[src/rtl/conv_channel_sched_if.sv]
// Signals between the per-channel filters, the shared converter and the DAC side of conv_channel_sched.
interface conv_channel_sched_if #(
  parameter int IN_W  = 34,
  parameter int OUT_W = 16
);
  logic             l_we;
  logic [IN_W-1:0]  l_data;
  logic             r_we;
  logic [IN_W-1:0]  r_data;
  logic             conv_we;
  logic [IN_W-1:0]  conv_data;
  logic             conv_re;
  logic [OUT_W-1:0] conv_q;
  logic [OUT_W-1:0] l_out;
  logic             l_valid;
  logic [OUT_W-1:0] r_out;
  logic             r_valid;
  logic             clr_err;
  logic             ovf_l;
  logic             ovf_r;
  logic             to_err;

  modport slave (
    input  l_we, l_data, r_we, r_data, conv_re, conv_q, clr_err,
    output conv_we, conv_data, l_out, l_valid, r_out, r_valid, ovf_l, ovf_r, to_err
  );

  modport master (
    output l_we, l_data, r_we, r_data, conv_re, conv_q, clr_err,
    input  conv_we, conv_data, l_out, l_valid, r_out, r_valid, ovf_l, ovf_r, to_err
  );
endinterface

[src/rtl/conv_channel_sched.sv]
// Round-robin sharing of one converter between left and right channels, with one pending
// sample per channel, a single outstanding transaction and a result timeout.
module conv_channel_sched #(
  parameter int IN_W    = 34,
  parameter int OUT_W   = 16,
  parameter int TIMEOUT = 8
) (
  input logic                 clk,
  input logic                 rst_n,
  conv_channel_sched_if.slave bus
);
  localparam int CW = $clog2(TIMEOUT);

  typedef enum logic {IDLE, WAIT} state_t;

  state_t          state, state_nxt;
  logic [IN_W-1:0] l_hold, r_hold;
  logic            pend_l, pend_r;
  logic            last_l;
  logic            cur_l;
  logic [CW-1:0]   cnt;
  logic            issue, grant_l, done, timeout;
  logic            issue_l, issue_r;

  always_ff @(posedge clk) begin
    if (!rst_n) state <= IDLE;
    else        state <= state_nxt;
  end

  // Left wins a tie unless it was the last channel granted.
  always_comb begin
    state_nxt = state;
    issue     = 1'b0;
    grant_l   = 1'b0;
    done      = 1'b0;
    timeout   = 1'b0;
    case (state)
      IDLE: begin
        if (pend_l || pend_r) begin
          issue     = 1'b1;
          grant_l   = pend_l && (!pend_r || !last_l);
          state_nxt = WAIT;
        end
      end
      WAIT: begin
        if (bus.conv_re) begin
          done      = 1'b1;
          state_nxt = IDLE;
        end else if (cnt == CW'(TIMEOUT - 1)) begin
          timeout   = 1'b1;
          state_nxt = IDLE;
        end
      end
      default: state_nxt = IDLE;
    endcase
  end

  assign issue_l = issue && grant_l;
  assign issue_r = issue && !grant_l;

  always_ff @(posedge clk) begin
    if (!rst_n) begin
      l_hold        <= '0;
      r_hold        <= '0;
      pend_l        <= 1'b0;
      pend_r        <= 1'b0;
      last_l        <= 1'b0;
      cur_l         <= 1'b0;
      cnt           <= '0;
      bus.conv_we   <= 1'b0;
      bus.conv_data <= '0;
      bus.l_out     <= '0;
      bus.l_valid   <= 1'b0;
      bus.r_out     <= '0;
      bus.r_valid   <= 1'b0;
      bus.ovf_l     <= 1'b0;
      bus.ovf_r     <= 1'b0;
      bus.to_err    <= 1'b0;
    end else begin
      bus.conv_we <= issue;
      bus.l_valid <= done && cur_l;
      bus.r_valid <= done && !cur_l;

      if (issue) begin
        bus.conv_data <= grant_l ? l_hold : r_hold;
        cur_l         <= grant_l;
        last_l        <= grant_l;
        cnt           <= '0;
      end else if (state == WAIT) begin
        cnt <= cnt + CW'(1);
      end

      if (done) begin
        if (cur_l) bus.l_out <= bus.conv_q;
        else       bus.r_out <= bus.conv_q;
      end

      // A capture in the issuing cycle refills the slot, so pend stays set.
      if (bus.l_we) begin
        l_hold <= bus.l_data;
        pend_l <= 1'b1;
      end else if (issue_l) begin
        pend_l <= 1'b0;
      end

      if (bus.r_we) begin
        r_hold <= bus.r_data;
        pend_r <= 1'b1;
      end else if (issue_r) begin
        pend_r <= 1'b0;
      end

      if (bus.l_we && pend_l && !issue_l) bus.ovf_l <= 1'b1;
      else if (bus.clr_err)               bus.ovf_l <= 1'b0;

      if (bus.r_we && pend_r && !issue_r) bus.ovf_r <= 1'b1;
      else if (bus.clr_err)               bus.ovf_r <= 1'b0;

      if (timeout)          bus.to_err <= 1'b1;
      else if (bus.clr_err) bus.to_err <= 1'b0;
    end
  end
endmodule

[src/flat_wrapper.sv]
// flat-port wrapper written by rule: the top's interface ports become plain ports
module conv_channel_sched_flat 
#(
  parameter int IN_W    = 34,
  parameter int OUT_W   = 16,
  parameter int TIMEOUT = 8
)
  (clk, rst_n, bus_l_we, bus_l_data, bus_r_we, bus_r_data, bus_conv_re, bus_conv_q, bus_clr_err, bus_conv_we, bus_conv_data, bus_l_out, bus_l_valid, bus_r_out, bus_r_valid, bus_ovf_l, bus_ovf_r, bus_to_err);
  conv_channel_sched_if #(.IN_W(IN_W), .OUT_W(OUT_W)) bus_i ();
  input logic clk;
  input logic rst_n;
  input wire logic [$bits(bus_i.l_we)-1:0] bus_l_we;
  input wire logic [$bits(bus_i.l_data)-1:0] bus_l_data;
  input wire logic [$bits(bus_i.r_we)-1:0] bus_r_we;
  input wire logic [$bits(bus_i.r_data)-1:0] bus_r_data;
  input wire logic [$bits(bus_i.conv_re)-1:0] bus_conv_re;
  input wire logic [$bits(bus_i.conv_q)-1:0] bus_conv_q;
  input wire logic [$bits(bus_i.clr_err)-1:0] bus_clr_err;
  output wire logic [$bits(bus_i.conv_we)-1:0] bus_conv_we;
  output wire logic [$bits(bus_i.conv_data)-1:0] bus_conv_data;
  output wire logic [$bits(bus_i.l_out)-1:0] bus_l_out;
  output wire logic [$bits(bus_i.l_valid)-1:0] bus_l_valid;
  output wire logic [$bits(bus_i.r_out)-1:0] bus_r_out;
  output wire logic [$bits(bus_i.r_valid)-1:0] bus_r_valid;
  output wire logic [$bits(bus_i.ovf_l)-1:0] bus_ovf_l;
  output wire logic [$bits(bus_i.ovf_r)-1:0] bus_ovf_r;
  output wire logic [$bits(bus_i.to_err)-1:0] bus_to_err;
  assign bus_i.l_we = bus_l_we;
  assign bus_i.l_data = bus_l_data;
  assign bus_i.r_we = bus_r_we;
  assign bus_i.r_data = bus_r_data;
  assign bus_i.conv_re = bus_conv_re;
  assign bus_i.conv_q = bus_conv_q;
  assign bus_i.clr_err = bus_clr_err;
  assign bus_conv_we = bus_i.conv_we;
  assign bus_conv_data = bus_i.conv_data;
  assign bus_l_out = bus_i.l_out;
  assign bus_l_valid = bus_i.l_valid;
  assign bus_r_out = bus_i.r_out;
  assign bus_r_valid = bus_i.r_valid;
  assign bus_ovf_l = bus_i.ovf_l;
  assign bus_ovf_r = bus_i.ovf_r;
  assign bus_to_err = bus_i.to_err;
  conv_channel_sched #(.IN_W(IN_W), .OUT_W(OUT_W), .TIMEOUT(TIMEOUT)) u_core (.clk(clk), .rst_n(rst_n), .bus(bus_i));
endmodule
[config.mk]
export PLATFORM = sky130hd
export DESIGN_NAME = conv_channel_sched_flat
export DESIGN_NICKNAME = d
export VERILOG_FILES = /design/src/rtl/conv_channel_sched_if.sv /design/src/rtl/conv_channel_sched.sv /design/src/flat_wrapper.sv
export SDC_FILE = /design/constraint.sdc
export NUM_CORES = 1
export LEC_CHECK = 0
export CORE_UTILIZATION = 53
export CTS_BUF_LIST = sky130_fd_sc_hd__clkbuf_8
export DETAILED_ROUTE_END_ITERATION = 10
export PLACE_DENSITY = 0.88
export SLEW_MARGIN = 20
export SYNTH_ARGS = -nofsm -noshare
export SYNTH_HDL_FRONTEND = slang
export SYNTH_SLANG_ARGS = --single-unit
export TNS_END_PERCENT = 10
[constraint.sdc]
create_clock -name clk -period 2.4 [get_ports clk]
set_clock_uncertainty 0.05 [all_clocks]
set_input_delay 0.48 -clock clk [delete_from_list [all_inputs] [get_ports clk]]
set_output_delay 0.48 -clock clk [all_outputs]
set_load 0.03 [all_outputs]
==> results_dict.tcl, run 1 <==
set metrics [dict create \
    status "complete, no violations" \
    hold_path_class "reg2reg" \
    worstPathMaxFanout 2 \
    r2r_start "u_core.last_l$_SDFFE_PN0N_" \
    start_util 0.551 \
    max_freq_mhz 491 \
    hpwl_um 9690 \
    detail_route.first_pass.iterations 6 \
    placed_area_mm2 0.00734 \
    critical_path_class "reg2out" \
    cp.arrival_ns 1.51 \
    ios 162 \
    grt_pass1_vias 4776 \
    grt_max_degree 113 \
    finalSetupTns_ns 0 \
    path_buf_inv 1 \
    synth.area.mux_share 0.123 \
    leakage_nw 2.98 \
    synth_cell_types 28 \
    post-place-ws_ns 0.350 \
    synth_top_family_by_area "simple AND/OR/NAND/NOR gates" \
    critPathLaunch "u_core.bus.conv_data[28]$_SDFFE_PN0N_" \
    worst_ir_drop_vdd_v 0.000428 \
    nFillCells 756 \
    required_ns 1.87 \
    cts_sinks 147 \
    track_usage 0.267 \
    grt_pass1_wl_um 23300 \
    worst_slack_ns 0.365 \
    drtIter0Drc 194 \
    finish.net_count 802 \
    portBuffers 161 \
    synth_xor_area_frac 0.00153 \
    clock_latency_ns 0.42 \
    ys_ff_latch 147 \
    cts_buffers 17 \
    synth_compound_area_frac 0.117 \
    ctsHoldBuffers 0 \
    post-cts-setup-buffer-count 0 \
    htree_levels 4 \
    area_growth_pct 35.7 \
    cts_root_buf "clkbuf_8" \
    vias 4621 \
    cts_buffer_depth 2 \
    grt_overflow 0 \
    r2r_slack_ns 0.60 \
    crit_family "buffers and inverters" \
    drv_slew 0 \
    fin_area_mm2 0.00775 \
    holdPathStages 2 \
    holdPathEnd "u_core.bus.l_out[1]$_SDFFE_PN0P_" \
    rsz0062_at_grt "false" \
    num_rows 37 \
    gp_congestion 0.793 \
    synthesis.nets 660 \
    total_power_mw 5.32 \
    synthSimpleGateAreaFrac 0.195 \
    p_per_area_mw_per_mm2 686 \
    finalCriticalPeriod_ns 2.04 \
    core-area_mm2 0.0104 \
    crit_chain "clkdlybuf4s50_1" \
    cts.clk_slew.worst_paths_ns 0.08 \
    die_h_um 106 \
    cp-end-kind "output port" \
    r2r_end "u_core.bus.conv_data[27]$_SDFFE_PN0N_" \
    finalSetupViolCount 0 \
    cts_resized 0 \
    chipWidth_um 106 \
    slowest_delay_ns 0.70 \
    cp-start-kind "flop" \
    slew_headroom 0.398 \
    antenna_found_initial 0 \
    wl_per_cell_um 17.0 \
    num_antenna_cells 0 \
    finalCritPeriodShare 0.848 \
    viasPerCell 5.38 \
    avgSynthCellArea_um2 10.1 \
    netlist_instances 568 \
    cts_tree "built" \
    hold_violations 0 \
    synth_warnings 0 \
    drc_errors 0 \
    wirelength_um 14600 \
    die_area_mm2 0.0112 \
    hold_start "u_core.bus.l_out[1]$_SDFFE_PN0P_" \
    maxCapViolCount 0 \
    multi_input_area_mm2 0.00252 \
    regArea_mm2 0.00294 \
    layout-drive-gt1-share 0.0636 \
    synth-adder-area-share 0.00438 \
    synth_seq_area_share 0.515 \
    drtAntennaViolNets 0 \
    crit_slowest_cell "clkdlybuf4s50_1" \
    netlist_area_mm2 0.00571 \
    fin_hold_ws_ns 0.428 \
    worst_pin_slew_ns 0.903 \
    r2r_cells 4 \
]
-- synthesized netlist by cell type --
library cell  count  share of area
a21boi_0         34          0.045
nor3_1           34          0.030
nor2_1            6         0.0039
inv_1             1        0.00066
clkbuf_1         18          0.012
and2b_1           1         0.0013
o21ai_0           2         0.0018
nand3b_1          2         0.0026
and3b_1           3         0.0046
buf_4             1         0.0013
a221o_1          34          0.060
nor2b_1          68          0.074
and3_1            1         0.0011
buf_2            23          0.020
buf_6             5         0.0099
a31o_2            2         0.0031
o21a_1            6         0.0079
nand2b_4          1         0.0024
dfxtp_1         147           0.52
and2_1            3         0.0033
nand3_1           1        0.00088
nand2b_1          2         0.0022
mux2i_1          70           0.12
xnor2_1           1         0.0015
nand2_1          98          0.064
nor3b_1           1         0.0013
nor3_4            1         0.0028
ha_1              2         0.0044
-- routing by layer --
layer	GRT usage	wire length, um	vias to the layer above
li1	-	-	2237
met1	0.321	6290	2214
met2	0.465	7240	147
met3	0.0625	808	23
met4	0.0903	226	0
met5	0	0	-
-- area by class of cell --
type,instances,share of cell area
Tap cell,136,0.0220
Inverter,1,0.000484
Timing Repair Buffer,170,0.220
Clock inverter,15,0.0234
Multi-Input combinational cell,373,0.325
Sequential cell,147,0.380
Clock buffer,17,0.0302
-- flip-flops by register name, summed over array words and instances, names as in the netlist --
name and count:
u_core.bus.conv_data 34, u_core.l_hold 34, u_core.r_hold 34, u_core.bus.l_out 16
u_core.bus.r_out 16, u_core.cnt 3, u_core.bus.conv_we 1, u_core.bus.l_valid 1
u_core.bus.ovf_l 1, u_core.bus.ovf_r 1, u_core.bus.r_valid 1, u_core.bus.to_err 1
u_core.last_l 1, u_core.pend_l 1, u_core.pend_r 1, u_core.state 1
-- worst max path at each step --
stage                                                  to  slack [ns]  cells past startpoint
floorplan           u_core.bus.conv_data[32]$_SDFFE_PN0N_        1.01                      6
global placement               u_core.cnt[2]$_SDFFE_PP0P_        0.47                      4
detailed placement      u_core.bus.l_out[15]$_SDFFE_PN0P_        0.35                      4
CTS                                     bus_conv_data[28]        0.33                      1
global route                            bus_conv_data[28]        0.29                      1
finish                                  bus_conv_data[28]        0.36                      1
-- where the power goes --
part / internal (mW) / switching, mW
clock: 1.04 / 0.964
sequential: 2.55 / 0.0687
combinational: 0.351 / 0.340
total: 3.95 / 1.37
-- per-stage QoR --
step	utilization	instances
final	0.747	859
after global routing	0.747	859
after CTS	0.747	859
after detailed placement	0.707	827
after global placement	0.707	827
after floorplan	-	568
-- cells in the final DEF (no fill, tap or decap), types with 2 or more instances in the layout --
master           instances
nor2b_1                 68
clkbuf_8                17
nor2_1                   6
clkinv_4                 2
nand3b_1                 2
nor3_1                  34
nand2_1                 98
o21a_1                   6
bufinv_16                3
inv_1                    3
a221o_1                 34
buf_12                   3
and2_1                   3
mux2i_1                 70
ha_1                     2
buf_2                    3
inv_6                    5
clkinvlp_4               3
clkdlybuf4s50_1        158
and3b_1                  3
o21ai_0                  2
a21boi_0                34
buf_4                    6
a31o_2                   2
dfxtp_1                147
nand2b_1                 2
-- cells by family (layout without fill, tap and decap cells) --
logic type / Yosys count / count (layout)
and+or+nand+nor: 222 / 222
DFF: 147 / 147
AOI/OAI and AO/OA: 78 / 78
muxes: 70 / 70
buffers and inverters: 48 / 203
adders and majority gates: 2 / 2
xor gates and xnor gates: 1 / 1
(Power assumes the default switching activity.)
==> inputs of run 2 (changes only) <==
- CORE_UTILIZATION: 53 -> 45
- PLACE_DENSITY: 0.88 -> 0.79
- clock period: 2.4 -> 1.8 ns (I/O delays scaled with it)
==> run 2 against run 1 <==
  * Critical path depth is the same
  * Clock power increased by 53%
  * Routed wire length is 0.11% lower
  * Non-clock buffer count is 8 higher
  * Register-to-register slack lost 0.42 ns
  * Hold slack lost 0.022 ns
  * Power rose by 40%
  * Sequential power increased by 34%
  * Die area grew 17%
  * Sequential cell count stayed put
  * Cell count is 4.5% higher
  * Critical path type unchanged
  * Critical endpoint is now bus_conv_data[32]
  * Highest routed layer unchanged
==> results_dict.tcl, run 2 (synthesis gave the netlist of run 1 again) <==
set metrics [dict create \
    status "complete, no violations" \
    nFillCells 1084 \
    cp.arrival_ns 1.23 \
    worstPathMaxFanout 2 \
    finalCriticalPeriod_ns 1.64 \
    finalSetupViolCount 0 \
    grt_pass1_wl_um 23100 \
    gp_congestion 0.759 \
    finalSetupTns_ns 0 \
    regArea_mm2 0.00294 \
    drtAntennaViolNets 0 \
    final_cell_mix "147 x dfxtp_1, 98 x nand2_1, 86 x clkdlybuf4s50_1, 72 x dlygate4sd2_1, 70 x mux2i_1" \
    wirelength_um 14600 \
    reg.largest.list "u_core.bus.conv_data x34, u_core.l_hold x34, u_core.r_hold x34" \
    cp-start-kind "flop" \
    drc_errors 0 \
    wl_per_cell_um 16.2 \
    crit_chain "dlygate4sd2_1" \
    ios 162 \
    required_ns 1.39 \
    grt_max_degree 77 \
    start_util 0.468 \
    cts_tree "built" \
    multi_input_area_mm2 0.00252 \
    path_buf_inv 1 \
    drtIter0Drc 279 \
    cp-end-kind "output port" \
    cts_sinks 147 \
    post-cts-setup-buffer-count 0 \
    core-area_mm2 0.0122 \
    htree_levels 4 \
    num_rows 40 \
    hold_path_class "in2reg" \
    area_growth_pct 37.3 \
    slowest_delay_ns 0.42 \
    die_h_um 115 \
    cts.clk_slew.worst_paths_ns 0.08 \
    track_usage 0.230 \
    grt_pass1_vias 4572 \
    antenna_found_initial 0 \
    critical_path_class "reg2out" \
    final_common_cell "dfxtp_1" \
    portBuffers 161 \
    worst_pin_slew_ns 0.632 \
    fin_hold_ws_ns 0.406 \
    detail_route.first_pass.iterations 4 \
    die_area_mm2 0.0131 \
    viasPerCell 5.12 \
    hpwl_um 9580 \
    ctsHoldBuffers 0 \
    p_per_area_mw_per_mm2 952 \
    grt_overflow 0 \
    cts_buffer_depth 2 \
    clock_latency_ns 0.45 \
    drv_slew 0 \
    num_antenna_cells 0 \
    finish.net_count 810 \
    vias 4600 \
    cts_buffers 17 \
    max_freq_mhz 608 \
    chipWidth_um 115 \
    maxCapViolCount 0 \
    slew_headroom 0.579 \
    worst_ir_drop_vdd_v 0.000548 \
    leakage_nw 3.39 \
    cts_root_buf "clkbuf_8" \
    rsz0062_at_grt "false" \
    crit_slowest_cell "dlygate4sd2_1" \
    finalCritPeriodShare 0.913 \
    hold_violations 0 \
    crit_family "buffers and inverters" \
    layout-drive-gt1-share 0.0740 \
]
## run 2: cell type report
| cell class | count | share of cell area |
|---|---|---|
| clock inverter | 11 | 0.0263 |
| tap | 168 | 0.0268 |
| clock buffer | 20 | 0.0351 |
| inverter | 1 | 0.000479 |
| sequential | 147 | 0.375 |
| timing repair buffer | 178 | 0.215 |
| multi-input combinational | 373 | 0.321 |
## run 2: worst register-to-register path, stage by stage (launching register included)
cell	delay (ns)
dfxtp_1	0.44
nand2b_4	0.29
nor3_4	0.06
buf_4	0.26
a221o_1	0.42
## run 2: routing by layer
layer / vias up / wire length [um] / GRT usage
met5: - / 0 / 0
met2: 135 / 7050 / 0.392
li1: 2250 / - / -
met3: 25 / 713 / 0.0609
met1: 2190 / 6490 / 0.274
met4: 0 / 295 / 0.0961
## run 2: final timing paths
check                                                            from                                     to  slack [ns]  cells after the start
worst max-delay path            u_core.bus.conv_data[32]$_SDFFE_PN0N_                      bus_conv_data[32]        0.16                      1
worst max register to register                u_core.state$_SDFF_PN0_  u_core.bus.conv_data[13]$_SDFFE_PN0N_        0.18                      4
worst min register to register       u_core.bus.l_out[6]$_SDFFE_PN0P_       u_core.bus.l_out[6]$_SDFFE_PN0P_        0.42                      2
worst min-delay path                                            rst_n             u_core.pend_r$_SDFFE_PN0P_        0.41                      3
## run 2: power by group
part           total, mW  internal [mW]  switching, mW
combinational      0.895          0.442          0.453
clock               3.07           1.88           1.19
sequential          3.50           3.41         0.0897
total               7.46           5.73           1.73
## run 2: what timing repair did
item | 4_1_cts | 5_1_grt
endpoints found under the setup margin | 72 | 0
gates resized for setup | 72 | 0
hold endpoints to repair | 0 | 0
## run 2: stage by stage
step	total power, mW	setup slack (ns)	std cells	cell area (um^2)	util
after floorplan	4.07	0.414	568	5710	-
after global placement	4.47	0.212	867	7450	0.610
after detailed placement	4.50	0.103	867	7450	0.610
after CTS	7.53	0.112	898	7840	0.642
after global routing	7.74	0.0943	898	7840	0.642
final	7.46	0.156	898	7840	0.642
